**src/rtl/sha256_padder.sv**
```systemverilog
// SHA-256 message padder: packs 32-bit big-endian words into 512-bit blocks and appends 0x80, zero fill and the 64-bit bit length.
// One block in flight; in_ready drops while a block is held and there is no skid buffer.
module sha256_padder (
  input  logic         clk,
  input  logic         rst_n,
  input  logic         in_valid,
  output logic         in_ready,
  input  logic [31:0]  in_data,
  input  logic         in_last,
  input  logic [2:0]   in_bytes,
  output logic         blk_valid,
  input  logic         blk_ready,
  output logic [511:0] blk_data,
  output logic         blk_first,
  output logic         blk_last
);

  typedef enum logic [1:0] {
    FILL  = 2'd0,
    EMIT  = 2'd1,
    EXTRA = 2'd2
  } state_e;

  state_e            state_q, state_d;
  logic [3:0]        wcnt_q, wcnt_d;
  logic [63:0]       bcnt_q, bcnt_d;
  logic [0:15][31:0] buf_q, buf_d;
  logic              last_q, last_d;
  logic              ovf_q, ovf_d;
  logic              ovf_pad_q, ovf_pad_d;
  logic              first_q, first_d;

  logic [2:0]        nbytes;
  logic [6:0]        pos;
  logic [63:0]       total;
  logic [63:0]       len_bits;
  logic [63:0]       extra_len_bits;
  logic [31:0]       last_word;

  assign nbytes         = (in_bytes > 3'd4) ? 3'd4 : in_bytes;
  assign pos            = {1'b0, wcnt_q, 2'b00} + {4'b0000, nbytes};
  assign total          = bcnt_q + {61'd0, nbytes};
  assign len_bits       = {total[60:0], 3'b000};
  assign extra_len_bits = {bcnt_q[60:0], 3'b000};

  // Keep the valid bytes, place the 0x80 marker right after them, clear the rest.
  always_comb begin
    last_word = 32'h8000_0000;
    case (nbytes)
      3'd1:    last_word = {in_data[31:24], 24'h80_0000};
      3'd2:    last_word = {in_data[31:16], 16'h8000};
      3'd3:    last_word = {in_data[31:8], 8'h80};
      3'd4:    last_word = in_data;
      default: last_word = 32'h8000_0000;
    endcase
  end

  assign in_ready  = (state_q == FILL);
  assign blk_valid = (state_q != FILL);
  assign blk_data  = buf_q;
  assign blk_first = blk_valid & first_q;
  assign blk_last  = blk_valid & last_q;

  always_comb begin
    state_d   = state_q;
    wcnt_d    = wcnt_q;
    bcnt_d    = bcnt_q;
    buf_d     = buf_q;
    last_d    = last_q;
    ovf_d     = ovf_q;
    ovf_pad_d = ovf_pad_q;
    first_d   = first_q;

    case (state_q)
      FILL: begin
        if (in_valid) begin
          if (!in_last) begin
            buf_d[wcnt_q] = in_data;
            bcnt_d        = bcnt_q + 64'd4;
            wcnt_d        = wcnt_q + 4'd1;
            if (wcnt_q == 4'd15) begin
              state_d = EMIT;
              last_d  = 1'b0;
              ovf_d   = 1'b0;
            end
          end else begin
            bcnt_d = total;
            for (int i = 0; i < 16; i++) begin
              if (i > int'(wcnt_q)) buf_d[i] = 32'h0;
            end
            buf_d[wcnt_q] = last_word;
            // A full last word pushes the marker into the next word, if one is left.
            if (nbytes == 3'd4 && wcnt_q != 4'd15) buf_d[wcnt_q + 4'd1] = 32'h8000_0000;
            if (pos <= 7'd55) begin
              buf_d[14] = len_bits[63:32];
              buf_d[15] = len_bits[31:0];
              last_d    = 1'b1;
              ovf_d     = 1'b0;
            end else begin
              last_d    = 1'b0;
              ovf_d     = 1'b1;
              ovf_pad_d = (pos == 7'd64);
            end
            wcnt_d  = 4'd0;
            state_d = EMIT;
          end
        end
      end

      EMIT: begin
        if (blk_ready) begin
          first_d = 1'b0;
          if (last_q) begin
            state_d = FILL;
            wcnt_d  = 4'd0;
            bcnt_d  = 64'd0;
            buf_d   = '0;
            last_d  = 1'b0;
            first_d = 1'b1;
          end else if (ovf_q) begin
            buf_d     = '0;
            buf_d[0]  = ovf_pad_q ? 32'h8000_0000 : 32'h0;
            buf_d[14] = extra_len_bits[63:32];
            buf_d[15] = extra_len_bits[31:0];
            last_d    = 1'b1;
            ovf_d     = 1'b0;
            ovf_pad_d = 1'b0;
            state_d   = EXTRA;
          end else begin
            state_d = FILL;
          end
        end
      end

      EXTRA: begin
        if (blk_ready) begin
          state_d = FILL;
          wcnt_d  = 4'd0;
          bcnt_d  = 64'd0;
          buf_d   = '0;
          last_d  = 1'b0;
          first_d = 1'b1;
        end
      end

      default: state_d = FILL;
    endcase
  end

  always_ff @(posedge clk or negedge rst_n) begin
    if (!rst_n) begin
      state_q   <= FILL;
      wcnt_q    <= 4'd0;
      bcnt_q    <= 64'd0;
      buf_q     <= '0;
      last_q    <= 1'b0;
      ovf_q     <= 1'b0;
      ovf_pad_q <= 1'b0;
      first_q   <= 1'b1;
    end else begin
      state_q   <= state_d;
      wcnt_q    <= wcnt_d;
      bcnt_q    <= bcnt_d;
      buf_q     <= buf_d;
      last_q    <= last_d;
      ovf_q     <= ovf_d;
      ovf_pad_q <= ovf_pad_d;
      first_q   <= first_d;
    end
  end

endmodule

```
**config.mk**
```make
export PLATFORM = sky130hd
export DESIGN_NAME = sha256_padder
export DESIGN_NICKNAME = d
export VERILOG_FILES = /design/src/rtl/sha256_padder.sv
export SDC_FILE = /design/constraint.sdc
export NUM_CORES = 1
export LEC_CHECK = 0
export BUFFER_PORTS_ARGS = -buffer_cell sky130_fd_sc_hd__buf_2
export CAP_MARGIN = 5
export CORE_ASPECT_RATIO = 0.8
export CORE_MARGIN = 8
export CORE_UTILIZATION = 50
export CTS_BUF_LIST = sky130_fd_sc_hd__clkbuf_8
export CTS_CLUSTER_SIZE = 8
export DETAILED_ROUTE_END_ITERATION = 7
export PLACE_DENSITY = 0.7
export SETUP_SLACK_MARGIN = 0.5
export SYNTH_ARGS = -nofsm -noshare
export SYNTH_HDL_FRONTEND = slang
export SYNTH_SLANG_ARGS = --single-unit
```
**constraint.sdc**
```tcl
create_clock -name clk -period 5.7 [get_ports clk]
set_input_delay 0.285 -clock clk [delete_from_list [all_inputs] [get_ports clk]]
set_output_delay 0.285 -clock clk [all_outputs]
set_load 0.01 [all_outputs]
```
# ---- Word-level counts from Yosys, hierarchy flattened
# Cells that the tools add are included.
dict set report word_totals {
  regBits 586
  in_bits 40
  wordCells 213
  out_inout_bits 516
}
dict set report op_classes {
  n_lt_le_gt_ge 21
  reduce_logical 15
  eq_ne 19
  add_sub_neg 4
  mux 124
  bitwise 7
}
# operator count
set ops {}
lappend ops {{512-bit 2-to-1 mux} 7}
lappend ops {{32-bit 2-to-1 mux} 63}
lappend ops {{512-bit case mux with 3 select lines} 1}
lappend ops {{512-bit bitwise mux} 2}
lappend ops {{496-bit bitwise AND} 1}
lappend ops {{496-bit inverter} 1}
lappend ops {{64-bit 2-to-1 mux} 6}
lappend ops {{32-bit demux with 4-bit select} 2}
lappend ops {{64-bit case mux with 3 select lines} 1}
lappend ops {{32-bit case mux with 4 select lines} 1}
lappend ops {{64-bit by 3-bit adder with 64-bit output} 1}
lappend ops {{64-bit by 3-bit adder with 64-bit output, second input constant} 1}
lappend ops {{4-bit > comparator, first input constant} 8}
lappend ops {{1-bit 2-to-1 mux} 22}
lappend ops {{4-bit 2-to-1 mux} 5}
lappend ops {{5-bit AND reduction} 4}
lappend ops {{3-bit by 4-bit > comparator with 1-bit output, first input constant} 4}
lappend ops {{16-bit OR} 1}
lappend ops {{2-bit 2-to-1 mux} 7}
lappend ops {{2-bit inequality test, second input constant} 7}
lappend ops {{4-bit case mux with 3 select lines} 1}
lappend ops {{5-bit >= comparator, second input constant} 2}
lappend ops {{5-bit by 1-bit less-than comparator with 1-bit output, second input constant} 2}
lappend ops {{4-bit inverter with 5-bit output} 2}
lappend ops {{other kinds (29)} 38}

# ---- Longest topological paths before layout
# Gate-level depths: netlist of run 1.
dict set report logic_depth {
  word_depth 13
  ltp_mapped 12
  depth_no_buf 9
}

# ---- Worst setup path before layout of run 1
# Ideal clock, no wire load.
dict set report synth_path {
  path_kind {input-to-reg}
  from {input port in_bytes[2]}
  to {register with a tool-made name}
  required_ns 5.574
  path_stages 12
  arrival_time_ns 3.033
  n_path_buf 4
  setup_slack_ns 2.541
  setup_time_ns 0.126
  cell_sequence {clkbuf_1 > clkbuf_1 > buf_1 > nor2b_1 > ha_1 > nand4b_1 > a2111oi_4 > nand3_2 > clkbuf_1 > o21ai_0 > a21oi_1 > o32a_1}
}
# item line
set synth_rtl {}
lappend synth_rtl {{start: declaration} 10} ;# input logic [2:0] in_bytes,

# ---- Worst setup path in the final report of run 1
dict set report layout_path {
  from {register wcnt_q[0]}
  to {register buf_q, in the netlist blk_data[263]}
}
dict set report layout_via {
  elab_chain_len 12
  word_cells_on_any_way 28
  classes_between {1 x add/sub; 5 x order compare; 1 x eq/ne; 14 x mux; 4 x bitwise; 3 x reduce/logical}
}
# item line
set layout_rtl {}
lappend layout_rtl {{start: declaration} 25} ;# logic [3:0] wcnt_q, wcnt_d;
lappend layout_rtl {{start signal: assignment} 162} ;# wcnt_q <= wcnt_d;
lappend layout_rtl {{4-bit by 1-bit adder with 4-bit output} 93} ;# if (nbytes == 3'd4 && wcnt_q != 4'd15) buf_d[wcnt_q + 4'd1] = 32'h8000_0000;
lappend layout_rtl {{4-bit inverter with 5-bit output (implied by the code)} 93}
lappend layout_rtl {{5-bit >= comparator (implied by the code) / 5-bit by 1-bit less-than comparator with 1-bit output (equally long branches)} 93}
lappend layout_rtl {{1-bit logical AND (implied by the code)} 93}
lappend layout_rtl {{32-bit 2-to-1 mux (implied by the code)} 93}
lappend layout_rtl {{32-bit demux with 4-bit select} 93}
lappend layout_rtl {{496-bit inverter (no line)} --}
lappend layout_rtl {{496-bit bitwise AND (no line)} --}
lappend layout_rtl {{512-bit 2-to-1 mux} 93}
lappend layout_rtl {{512-bit 2-to-1 mux (*)} 77} ;# if (!in_last) begin
lappend layout_rtl {{512-bit 2-to-1 mux (*)} 76} ;# if (in_valid) begin
lappend layout_rtl {{512-bit case mux with 3 select lines (*)} 74} ;# case (state_q)
lappend layout_rtl {{end signal: assignment} 164} ;# buf_q <= buf_d;
lappend layout_rtl {{end: declaration} 27} ;# logic [0:15][31:0] buf_q, buf_d;
# Every way passes the cells marked *; elsewhere a longest branch is shown, timed or not. The select of a mux whose other input is x is not followed.
# A chain may end at the register's enable or synchronous reset.

==> flow_summary.toml, run 1 <==
[detailed_routing]
avgViaCountPerCell = 6.72
wl_per_cell_um = 31.3
ant_nets = 0
via_count = 28600
drc_errors = 0
firstDrtPassIters = 7
drt_iter0_drc = 4549
wirelength_mm = 133

[floorplanning]
chipWidth_um = 281
io_pins = 556
dieArea_um2 = 64300
initial_core_util_pct = 50.1
die_height_um = 228
core_um2 = 56200
placement_rows = 78

[clocking]
cts_root_buf = "clkbuf_8"
clkTransAtPathRegs_ps = 70
cts_max_path_buffers = 3
insertion_delay_ps = 710
numClockSinks = 583
numCtsBuffers = 92
htree_levels = 3
post-cts-setup-buffer-count = 0
cts_tree = "done"

[place]
gp_congestion = 1.05
portBuffers = 555
place_inst = 4089
post-place-ws_ps = 1570
dp_hpwl_mm = 95.2

[sta]
maxSlewViolCount = 0
setup_ws_ps = 1350
fin_crit_ps = 4350
setup_violations = 0
tns_ps = 0
skew_ps = 26.8
hold_viol = 0
relSlewSlack_pct = 4.43
post-route-period-util_pct = 76.4
worst_slew_pin_slew_ps = 1420
fmax_ghz = 0.230
grt_setup_unrepaired = "false"

[pwr]
power_mw = 14.5
cell_internal_pwr_mw = 8.03
p_switching_mw = 6.44
peakVddDrop_mv = 0.289
p_per_area_nw_per_um2 = 435
power.leakage_nw = 15.7
power_frac_clock_pct = 24.0
switching_share_pct = 44.5
combinationalPowerShare_pct = 37.0
pwr-share-seq_pct = 39.0

[hold_path]
hold_depth = 3
whs_endpoint = "blk_data[386]"
min_path_type = "in -> reg"
hp-start = "in_data[2]"

[finish]
area_growth_pct = 18.0
layout_commonest_cell = "dfrtp_1"
layout_common_cells = "dfrtp_1, buf_2, nand2_1, o21ai_0, nor2_1"
layout.cells.non_filler = 4261
drive_gt1_share_pct = 23.3
multi_input_area_um2 = 12400
regArea_um2 = 14600
n_fill_cell = 4955
finalNetCount = 3504

[synth]
yosys-top-cells-area = "dfrtp_1, o21ai_0, nand2_1, o2bb2ai_1, clkbuf_1"
synth_edf_count = 0
yosysWarnings = 0
synth_top_area_cell = "dfrtp_1"
syn_area_per_cell_um2 = 9.42
yosys_most_used_dff = "dfrtp_1"
ys_ff_latch = 583
async_flop_share_pct = 100
ys_seq_area_share_pct = 51.8
syn_inst = 2993
synth_cell_types = 102
syn_area_um2 = 28200
synth_nets = 3050
netlist.area_leader.share_pct = 51.7

[worst_setup_path]
cp.required_ps = 6280
cp_max_fo = 21
crit_path_top_delay_cell = "nand3_1"
reg2reg_depth = 8
cp_cell_sequence = "ha_1 > nand3_1 > nand4_1 > nor2_1 > o31ai_4 > buf_4 > nand2_1 > o21ai_0"
r2r-end = "blk_data[263]"
critical_path_class = "reg -> reg"
startpoint = "wcnt_q[0]"
reg2reg_from = "wcnt_q[0]"
start_kind = "register"
max_stage_delay_ps = 990
cp.arrival_ps = 4930
crit_path_end_kind = "register"
r2r_slack_ps = 1350

[grt]
first_global_vias = 26800
antenna_found_initial = 7
grt_overflow = 0
grt.total_usage_pct = 40.1
grt_pass1_wl_mm = 192
grt_max_degree = 183

[run]
maxCapViolations = 0

[outcome]
status = "finished, final reports clean"
==> synthesized netlist by cell type, types with 7 or more instances <==
cell / instances
a222oi_1: 8
a221oi_1: 8
buf_2: 70
nand2b_1: 10
o22a_1: 8
o2bb2ai_1: 135
o22ai_1: 10
a211oi_1: 17
nor4_1: 24
nor3b_1: 7
nand2_1: 513
a22oi_1: 11
inv_1: 22
o32a_1: 8
a41oi_1: 9
a31oi_1: 37
dfrtp_1: 582
and2_1: 12
o21ai_1: 20
buf_1: 8
nor3_1: 62
or3_1: 13
and3_1: 24
a221o_1: 13
or4_1: 16
o211ai_1: 14
o31ai_1: 16
mux2i_1: 30
a22o_1: 31
o21ai_0: 398
or2_2: 8
nor2b_1: 20
a32oi_1: 26
ha_1: 16
a211o_1: 8
nand3_1: 58
a31o_2: 7
clkbuf_1: 186
buf_4: 13
xnor2_1: 25
o21a_1: 14
nor2_1: 171
nand4_1: 40
a21o_1: 17
a21oi_1: 115
==> cell type report <==
class                   instances  area share, %
diodes                          4         0.0301
well taps                     760           2.86
clock buffers                 103           4.26
clock inverters                41          0.775
flip-flops and latches        583           43.9
repair buffers                641           10.6
inverters                      24          0.271
multi-input cells            2105           37.3
==> kinds of logic after synthesis <==
| group | after synthesis | share of synthesized area (%) |
|---|---|---|
| mux | 34 | 1.23 |
| compound gates | 998 | 23.5 |
| flops | 583 | 51.8 |
| xor+xnor | 31 | 0.964 |
| buf+inv | 305 | 4.61 |
| simple gates | 1025 | 17.2 |
| fa+ha+maj | 17 | 0.781 |
==> worst max path at each step <==
stage,end,slack [ps],cells past startpoint
6_report,blk_data[263],1350,8
3_5_place_dp,blk_data[258],1570,8
4_1_cts,blk_data[258],1550,8
3_3_place_gp,blk_data[258],1820,8
2_1_floorplan,register,2540,12
5_1_grt,blk_data[263],1210,8
==> layer usage <==
| layer | GRT usage [%] | share of wire [%] | wire length (um) | up-vias |
|---|---|---|---|---|
| li1 | - | - | - | 11700 |
| met1 | 55.8 | 39 | 52000 | 14200 |
| met2 | 55.7 | 41 | 54600 | 2305 |
| met3 | 14.4 | 15 | 19400 | 429 |
| met4 | 17.8 | 5.4 | 7250 | 8 |
| met5 | 0 | 0.036 | 48 | - |
==> critical path: cells and delay by family, from the launching register on <==
family                   cells  cell delay (ps)
flip-flops                   1              680
adder cells (fa/ha/maj)      1              740
AO/OA/AOI/OAI                2              670
buffers and inverters        1              410
AND/OR/NAND/NOR              4             1700
==> stage by stage <==
step                hold WS [ps]  util [%]  cell area [um2]
floorplan                  -10.6         -            28200
global placement             431      55.7            31300
detailed placement           434      55.7            31300
CTS                         1.73      59.1            33200
global route                46.7      59.2            33300
finish                      66.0      59.2            33300
==> repair_timing <==
item | CTS | global route
hold buffers | 23 | 0
hold endpoints to repair | 137 | 0
resized for setup | 0 | 0
==> power groups by stage <==
| stage | clock [mW] | combinational [mW] | sequential (mW) |
|---|---|---|---|
| 6_report | 3.47 | 5.36 | 5.64 |
| 2_1_floorplan | 0 | 3.02 | 5.45 |
| 3_5_place_dp | 0 | 5.16 | 5.66 |
| 5_1_grt | 3.65 | 5.62 | 5.69 |
| 3_3_place_gp | 0 | 5.06 | 5.63 |
| 4_1_cts | 3.47 | 5.18 | 5.60 |
Power figures use the tool's default switching activity.
==> inputs of run 2 (changes only) <==
--- a/config.mk
+++ b/config.mk
@@ -5,6 +5,7 @@
 export SDC_FILE = /design/constraint.sdc
 export NUM_CORES = 1
 export LEC_CHECK = 0
+export ABC_AREA = 1
 export BUFFER_PORTS_ARGS = -buffer_cell sky130_fd_sc_hd__buf_2
 export CAP_MARGIN = 5
 export CORE_ASPECT_RATIO = 0.8
@@ -13,7 +14,7 @@
 export CTS_BUF_LIST = sky130_fd_sc_hd__clkbuf_8
 export CTS_CLUSTER_SIZE = 8
 export DETAILED_ROUTE_END_ITERATION = 7
-export PLACE_DENSITY = 0.7
+export PLACE_DENSITY = 0.72
 export SETUP_SLACK_MARGIN = 0.5
 export SYNTH_ARGS = -nofsm -noshare
 export SYNTH_HDL_FRONTEND = slang
==> constraint.sdc (replaced) <==
create_clock -name clk -period 3.9 [get_ports clk]
set_input_delay 0.195 -clock clk [delete_from_list [all_inputs] [get_ports clk]]
set_output_delay 0.195 -clock clk [all_outputs]
set_load 0.01 [all_outputs]
==> run 2 against run 1 <==
Effect of this change: combinational power rose by 110%; utilization rose by 0.45 points; via count rose by 17%; flip-flop and latch count did not move; first-iteration DRC count rose by 7.7%; synthesized cell count rose by 32%; area after synthesis rose by 11%; clock power rose by 55%; critical path type unchanged; largest cell class unchanged; largest power group is now combinational logic.
==> flow_summary.toml, run 2 <==
[synth]
syn_area_um2 = 31300
yosys-top-cells-area = "dfrtp_1, nand2_1, o21ai_0, o31ai_1, inv_1"
ys_seq_area_share_pct = 46.7
synth_edf_count = 0
netlist.area_leader.share_pct = 46.6
synth_compound_area_share_pct = 20.3
synth_top_family_by_area = "simple AND/OR/NAND/NOR gates"
synth_top_area_cell = "dfrtp_1"
yosys.area_share.adder_pct = 0.704
synthXorXnorAreaFrac_pct = 2.33
synth_cell_types = 63
syn_inst = 3964
synth_nets = 4021
yosysWarnings = 0
syn_area_per_cell_um2 = 7.89
yosys-top-cells-count = "nand2_1, dfrtp_1, inv_1, nor2_1, o21ai_0"
yosys.area_share.simple_pct = 21.2
yosysMostFrequentCell = "nand2_1"
synth_mux_area_share_pct = 0
async_flop_share_pct = 100
ys_ff_latch = 583
yosys_most_used_dff = "dfrtp_1"

[clocking]
cts_max_path_buffers = 3
insertion_delay_ps = 740
cts_tree = "done"
numClockSinks = 583
htree_levels = 3
clkTransAtPathRegs_ps = 60
cts_root_buf = "clkbuf_8"
numCtsBuffers = 95
post-cts-setup-buffer-count = 0

[sta]
tns_ps = 0
maxSlewViolCount = 0
hold_ws_ps = 64.3
fmax_ghz = 0.301
relSlewSlack_pct = 18.8
worst_slew_pin_slew_ps = 1220
hold_viol = 0
skew_ps = 47.9
fin_crit_ps = 3330
grt_setup_unrepaired = "false"
setup_violations = 0
post-route-period-util_pct = 85.3

[floorplanning]
die_height_um = 240
io_pins = 556
initial_core_util_pct = 50.2
placement_rows = 82
chipWidth_um = 296
core_um2 = 62300
dieArea_um2 = 70800

[finish]
drive_gt1_share_pct = 20.0
n_fill_cell = 5721
layout_commonest_cell = "nand2_1"
layout_common_cells = "nand2_1, dfrtp_1, buf_2, inv_1, nor2_1"
finalNetCount = 4550
area_growth_pct = 18.7

[worst_setup_path]
cp.required_ps = 4480
cp_max_fo = 17
critical_path_class = "reg -> reg"
r2r_slack_ps = 570
r2r-end = "bcnt_q[49]"
crit_path_end_kind = "register"
reg2reg_depth = 11
reg2reg_from = "state_q[0]"
startpoint = "state_q[0]"
start_kind = "register"
cp.arrival_ps = 3900

[hold_path]
hold_depth = 4
min_path_type = "in -> reg"
whs_endpoint = "bcnt_q[17]"
hp-start = "in_last"

[pwr]
p_switching_mw = 12.1
combinationalPowerShare_pct = 45.4
power_frac_clock_pct = 21.9
switching_share_pct = 49.3
power.leakage_nw = 18.4
pwr-share-seq_pct = 32.7
power_mw = 24.5
cell_internal_pwr_mw = 12.4
p_per_area_nw_per_um2 = 661
peakVddDrop_mv = 0.536

[grt]
first_global_vias = 30700
grt_pass1_wl_mm = 215
grt_max_degree = 96
antenna_found_initial = 2
grt_overflow = 0
grt.total_usage_pct = 41.1

[detailed_routing]
wl_met3_mm = 25.2
via_count = 33500
drc_errors = 0
ant_nets = 0
wl_per_cell_um = 27.9
wl_met2_mm = 58.6
wl_met1_mm = 57.4
drt_iter0_drc = 4898
avgViaCountPerCell = 6.20
top_layer = "met4"
wirelength_mm = 150
firstDrtPassIters = 8

[run]
maxCapViolations = 0

[place]
gp_congestion = 1.08
dp_hpwl_mm = 108
portBuffers = 555

[outcome]
status = "finished, final reports clean"
run 2: cell count changes in the layout (fill, tap and decap cells not counted), moves of 71 or more:
cell       change
nand2_1      +495
inv_1        +343
o31ai_1      +176
nor2_1       +164
o2bb2ai_1    -135
nand3_1      +102
o21ai_0       -85
o211ai_1      +71
run 2: through the flow:
stage                     instance area [um2]  std cells  setup slack (ps)  util [%]
final                                   37100       5400               573      59.6
after global routing                    37100       5396               551      59.6
after CTS                               37100       5395               550      59.6
after detailed placement                34900       5201               634      56.1
after global placement                  34900       5201               686      56.1
after floorplan                         31300       3964              1760         -
run 2: worst max-delay path by stage:
stage / to / slack, ps
floorplan: bcnt_q[34] / 1760
global placement: blk_data[295] / 690
detailed placement: blk_data[312] / 630
CTS: blk_data[312] / 550
global route: blk_data[146] / 550
finish: bcnt_q[49] / 570
run 2: cell families (layout without fill, tap and decap cells):
logic type               count (synthesis)  in the layout
AO/OA/AOI/OAI                          993            994
AND/OR/NAND/NOR                       1626           1626
buffers and inverters                  662           1253
XOR/XNOR                                83             83
other                                    0              4
adder cells (fa/ha/maj)                 17             17
flip-flops                             583            583
run 2: power by group through the flow:
stage	logic, mW	registers [mW]	clock network [mW]
after CTS	10.7	7.94	5.36
final	11.1	8.02	5.37
after global placement	10.5	8.02	0
after detailed placement	10.6	8.04	0
after floorplan	6.47	7.89	0
after global routing	11.8	8.05	5.62
run 2: per-layer routing:
metal | vias up | global-route usage [%]
met5 | - | 0.0696
met4 | 0 | 21.1
met3 | 439 | 18.6
met2 | 2668 | 54.7
met1 | 16000 | 55.5
li1 | 14400 | -
run 2: layout make-up:
class / instances / area [um2] / share of cell area, %
sequential: 583 / 14600 / 39.3
multi-input combinational: 2720 / 14100 / 37.9
timing repair buffer: 709 / 4160 / 11.2
clock buffer: 110 / 1510 / 4.08
inverter: 384 / 1440 / 3.89
tap: 840 / 1050 / 2.83
clock inverter: 50 / 299 / 0.805
antenna: 4 / 10.0 / 0.0270
run 2: timing repair:
item,CTS,global route
gates resized for setup,0,3
endpoints found under the setup margin,0,107
endpoints found under the hold margin,123,0
hold buffers,34,0
run 2: critical path, stage by stage, from the launching register on:
cell      delay, ps
dfrtp_1         400
inv_1            80
ha_1            290
inv_2           130
nor2_1           70
inv_1            60
nand2_2         100
inv_2           120
nand3_2         450
inv_1           870
buf_4           420
o221ai_1        150
